--- src/rtl/wave_gen_pkg.sv ---
// Shared definitions for the wave_gen waveform generator:
// waveform mode encodings, default widths and the step synchronizer states.
package wave_gen_pkg;

  localparam int DEFAULT_PHASE_W  = 8;
  localparam int DEFAULT_SAMPLE_W = 12;

  typedef enum logic [1:0] {
    WAVE_SQUARE = 2'b00,
    WAVE_SAW    = 2'b01,
    WAVE_TRI    = 2'b10,
    WAVE_DC     = 2'b11
  } wave_mode_t;

  // The synchronizer must see a genuine low before it may report a rising edge.
  typedef enum logic [1:0] {
    SYNC_FILL0,
    SYNC_FILL1,
    SYNC_WAIT_LOW,
    SYNC_ARMED
  } sync_state_t;

endpackage

--- src/rtl/wave_gen_step_sync.sv ---
// Two-flop synchronizer plus history flop for the divided clock, producing a
// one-clk rising-edge pulse; edges are suppressed until a real low has been seen.
module step_sync
  import wave_gen_pkg::*;
(
  input  logic clk,
  input  logic rst_n,
  input  logic step_in,
  output logic step
);

  logic        sync1;
  logic        sync2;
  logic        hist;
  sync_state_t state;
  sync_state_t state_next;

  always_ff @(posedge clk or negedge rst_n) begin
    if (!rst_n) begin
      sync1 <= 1'b0;
      sync2 <= 1'b0;
      hist  <= 1'b0;
      state <= SYNC_FILL0;
    end else begin
      sync1 <= step_in;
      sync2 <= sync1;
      hist  <= sync2;
      state <= state_next;
    end
  end

  // The two fill states let the chain flush its reset zeros, so a step_in held
  // high across reset release cannot masquerade as a rising edge.
  always_comb begin
    state_next = state;
    step       = 1'b0;
    case (state)
      SYNC_FILL0:    state_next = SYNC_FILL1;
      SYNC_FILL1:    state_next = SYNC_WAIT_LOW;
      SYNC_WAIT_LOW: if (!sync2) state_next = SYNC_ARMED;
      SYNC_ARMED:    step = sync2 & ~hist;
      default:       state_next = SYNC_FILL0;
    endcase
  end

endmodule

--- src/rtl/wave_gen.sv ---
// Phase-accumulator waveform generator: advances one phase step per divided-clock
// edge and maps the phase to square, sawtooth, triangle or DC samples.
module wave_gen
  import wave_gen_pkg::*;
#(
  parameter int PHASE_W  = DEFAULT_PHASE_W,
  parameter int SAMPLE_W = DEFAULT_SAMPLE_W
) (
  input  logic                clk,
  input  logic                rst_n,
  input  logic                step_in,
  input  logic                enable,
  input  logic [1:0]          wave_sel,
  input  logic [1:0]          amp_shift,
  output logic [SAMPLE_W-1:0] sample,
  output logic                sample_valid,
  output logic                cycle_start
);

  logic                step;
  logic [PHASE_W-1:0]  phase;
  logic [PHASE_W-1:0]  phase_next;
  wave_mode_t          mode;
  wave_mode_t          mode_next;
  logic [PHASE_W-2:0]  tri_src;
  logic [SAMPLE_W-1:0] saw_raw;
  logic [SAMPLE_W-1:0] tri_raw;
  logic [SAMPLE_W-1:0] raw;
  logic [SAMPLE_W-1:0] shifted;

  step_sync u_step_sync (
    .clk     (clk),
    .rst_n   (rst_n),
    .step_in (step_in),
    .step    (step)
  );

  // A new waveform request is only honoured on the wrap, keeping periods whole.
  always_comb begin
    phase_next = phase + PHASE_W'(1);
    mode_next  = (phase_next == '0) ? wave_mode_t'(wave_sel) : mode;
  end

  always_comb begin
    tri_src = phase_next[PHASE_W-1] ? ~phase_next[PHASE_W-2:0] : phase_next[PHASE_W-2:0];
    saw_raw = '0;
    tri_raw = '0;
    for (int i = 0; i < SAMPLE_W; i++) begin
      saw_raw[SAMPLE_W-1-i] = phase_next[PHASE_W-1-(i % PHASE_W)];
      tri_raw[SAMPLE_W-1-i] = tri_src[PHASE_W-2-(i % (PHASE_W-1))];
    end
    case (mode_next)
      WAVE_SQUARE: raw = {SAMPLE_W{phase_next[PHASE_W-1]}};
      WAVE_SAW:    raw = saw_raw;
      WAVE_TRI:    raw = tri_raw;
      default:     raw = {1'b1, {(SAMPLE_W-1){1'b0}}};
    endcase
    shifted = raw >> amp_shift;
  end

  // Disable dominates a coincident step; while idle the mode tracks wave_sel.
  always_ff @(posedge clk or negedge rst_n) begin
    if (!rst_n) begin
      phase        <= '0;
      mode         <= WAVE_SQUARE;
      sample       <= '0;
      sample_valid <= 1'b0;
      cycle_start  <= 1'b0;
    end else if (!enable) begin
      phase        <= '0;
      mode         <= wave_mode_t'(wave_sel);
      sample       <= '0;
      sample_valid <= 1'b0;
      cycle_start  <= 1'b0;
    end else if (step) begin
      phase        <= phase_next;
      mode         <= mode_next;
      sample       <= shifted;
      sample_valid <= 1'b1;
      cycle_start  <= (phase_next == '0);
    end else begin
      sample_valid <= 1'b0;
      cycle_start  <= 1'b0;
    end
  end

endmodule

--- config.mk ---
export PLATFORM = sky130hd
export DESIGN_NAME = wave_gen
export DESIGN_NICKNAME = d
export VERILOG_FILES = /design/src/rtl/wave_gen_pkg.sv /design/src/rtl/wave_gen_step_sync.sv /design/src/rtl/wave_gen.sv
export SDC_FILE = /design/constraint.sdc
export NUM_CORES = 1
export LEC_CHECK = 0
export CAP_MARGIN = 0
export CORE_MARGIN = 2
export CORE_UTILIZATION = 55
export DETAILED_ROUTE_END_ITERATION = 6
export MAX_ROUTING_LAYER = met4
export PLACE_DENSITY = 0.78
export RECOVER_POWER = 50
export REMOVE_ABC_BUFFERS = 1
export SETUP_SLACK_MARGIN = 0.3
export SLEW_MARGIN = 25
export SYNTH_ARGS = -nofsm -noshare
export SYNTH_HDL_FRONTEND = slang
export SYNTH_SLANG_ARGS = --single-unit
export TNS_END_PERCENT = 1
--- constraint.sdc ---
create_clock -name clk -period 6 [get_ports clk]
set_input_delay 1.2 -clock clk [delete_from_list [all_inputs] [get_ports clk]]
set_output_delay 1.2 -clock clk [all_outputs]
set_load 0.02 [all_outputs]
==> results.yml <==
outcome:
  outcome: "finished with violations"
  violations: "capacitance limit, slew limit"
cells_and_area:
  layout_common_cells: "dfrtp_1 (29), nand2_1 (24), nor2_1 (19), clkdlybuf4s50_1 (18)"
  drive_above_1_share_pct: 10.1
  final_cell_area_mm2: 0.00244
  layout.cells.non_filler: 305
  area_growth_pct: 13.9
  final_net_count: 270
  layout_commonest_cell: "dfrtp_1"
  n_antenna_cell: 0
clock_tree:
  clock_sinks: 29
  cts_buffer_depth: 2
  cts.clk_slew.worst_paths_ps: 70
  cts_tree: "done"
  clock_latency_ps: 290
  cts-root-buf: "clkbuf_8"
  hold_buffers: 0
  htree_levels: 2
  cts_made_buffers: 5
  cts_setup_buffers: 0
  post_cts_resized: 0
global_routing:
  antenna_found_initial: 0
  track_usage_pct: 27.5
  grt_overflow: 0
  grt_pass1_wl_um: 8920
  grt_max_degree: 30
  grt_pass1_vias: 1810
power:
  comb_power_share_pct: 30.8
  p_per_area_mw_per_mm2: 233
  p_seq_share_pct: 41.1
  internal_power_w: 0.000366
  peakVddDrop_v: 0.000193
  netSwitchingFraction_pct: 35.9
  power.switching_w: 0.000205
  p_clk_share_pct: 28.1
  fin_total_pwr_w: 0.000571
  power.leakage_nw: 1.01
route:
  num_vias: 1920
  drt_iter0_markers: 204
  wl_per_cell_um: 17.1
  drc: 0
  wl_um: 5210
  ant_nets: 0
  via_per_inst: 6.30
  drt_pass1_iterations: 4
setup_path:
  cp_max_fo: 12
  end_kind: "flip-flop"
  crit_required_ps: 6230
  critical_path_class: "reg -> reg"
  cp.arrival_ps: 4010
  startpoint_type: "flip-flop"
yosys:
  synth_top_area_cell: "dfrtp_1"
  ys_seq_elements: 29
  synthDistinctLibCells: 62
  async_flop_share_pct: 100
  syn-instance-count: 241
  synth_top_flop_cell: "dfrtp_1"
  synth.avg_cell_area_um2: 8.90
  synth-edff-count: 0
  synth_area_mm2: 0.00215
  synth_top_area_share_pct: 33.8
  synthTopCellsByArea: "dfrtp_1 (34%), nand2_1 (4.2%), a21oi_1 (4.0%), o21ai_0 (4.0%), xnor2_1 (3.7%)"
  synth_warnings: 0
  synth_seq_area_share_pct: 33.8
sta:
  layout_min_cycle_time_ps: 3770
  worst_pin_slew_ps: 1610
  max_freq_mhz: 265
  slew_violations: 30
  fin_worst_skew_ps: 7.29
  hold_violations: 0
  maxSlewHeadroom_pct: -7.40
  final.period_utilization_pct: 62.9
  finalSetupTns_ps: 0
  rsz0062_at_grt: "no"
  finalSetupViolCount: 0
die:
  rows: 22
  die_w_um: 66.5
  coreArea_mm2: 0.00372
  dieHeight_um: 66.5
  start_util_pct: 57.7
  io_pins: 22
  dieArea_mm2: 0.00442
placement:
  io_buffer_count: 21
  dp_hpwl_um: 3800
  place_inst: 297
  placed_area_mm2: 0.00236
  gp_congestion: 0.976
worst_hold_path:
  hp-class: "reg -> reg"
flow_run:
  drv_cap: 1
## registers in the layout (all words and copies together), names as in the netlist
register / count
cycle_start: 1
mode: 2
phase: 8
sample: 12
sample_valid: 1
u_step_sync.hist: 1
u_step_sync.state: 2
u_step_sync.sync1: 1
u_step_sync.sync2: 1
## power by group through the flow
stage / registers (W) / clock network [W] / logic [W]
after global placement: 0.000237 / 0 / 0.000172
after floorplan: 0.000246 / 0 / 0.000103
final: 0.000235 / 0.000161 / 0.000176
after CTS: 0.000235 / 0.000163 / 0.000176
after detailed placement: 0.000238 / 0 / 0.000175
after global routing: 0.000238 / 0.000172 / 0.000199
## metrics by stage
| step | worst slack (ps) | util (%) | hold WS, ps |
|---|---|---|---|
| floorplan | 2730 | - | 331 |
| global placement | 2370 | 63.6 | 339 |
| detailed placement | 2320 | 63.6 | 362 |
| CTS | 2280 | 65.9 | 377 |
| global route | 1840 | 65.8 | 374 |
| finish | 2230 | 65.8 | 367 |
## Yosys cell counts (3+ instances only)
cell type,number
xor2_1,3
a31oi_1,3
nand2_1,24
buf_2,4
a221oi_1,6
a221o_1,4
ha_1,6
nor3_1,5
nor2_1,19
a21o_1,3
o21ai_0,17
a21oi_1,17
o211ai_1,3
dfrtp_1,29
clkbuf_1,9
xnor2_1,9
nand3_1,9
a311oi_1,3
inv_1,11
or3_1,5
o221ai_1,3
## layout make-up
cell class	count	area [um^2]
fillers	316	1270
well taps	48	60.1
multi-input cells	184	1300
flip-flops and latches	29	726
clock buffers	5	68.8
repair buffers	23	221
inverters	13	51.3
clock inverters	3	17.5
## worst max-delay path, cell delays in order (launching register included)
cell and delay (ps):
dfrtp_1 520, ha_1 300, nand3_1 180, nor2_1 210, xnor2_1 160, ha_1 250
and4_1 220, a22oi_1 340, nor2_1 160, a21oi_2 470, nand3b_1 280, a221oi_1 370
o221a_2 240
## logic make-up (layout without fill, tap and decap cells)
group / Yosys count / count (layout) / synth area share, %
multiplexers: 2 / 2 / 1.52
AO/OA/AOI/OAI: 87 / 87 / 30.1
buffers and inverters: 28 / 44 / 5.60
adder cells (fa/ha/maj): 6 / 6 / 3.50
XOR/XNOR: 15 / 15 / 7.70
AND/OR/NAND/NOR: 74 / 74 / 17.8
flip-flops: 29 / 29 / 33.8
## metal layers
layer | wire length (um) | share of wire [%] | vias to the layer above | track usage [%]
li1 | - | - | 929 | -
met1 | 2340 | 45 | 899 | 36.9
met2 | 2510 | 48 | 79 | 42.8
met3 | 273 | 5.2 | 13 | 5.07
met4 | 91 | 1.7 | 0 | 7.65
met5 | 0 | 0 | - | -
## path summary, 6_finish.rpt
kind / depth (start not counted) / from / slack (ps) / endpoint
hold / removal: 0 / u_step_sync.sync1 / 370 / u_step_sync.sync2
min in group asynchronous: 2 / rst_n / 1850 / sample[7]
hold reg to reg: 0 / u_step_sync.sync1 / 370 / u_step_sync.sync2
max in group asynchronous: 2 / rst_n / 3210 / sample[10]
setup / recovery: 12 / phase[0] / 2230 / sample[6]
setup reg to reg: 12 / phase[0] / 2230 / sample[6]
Note: power is estimated with default switching activity, not from simulation.
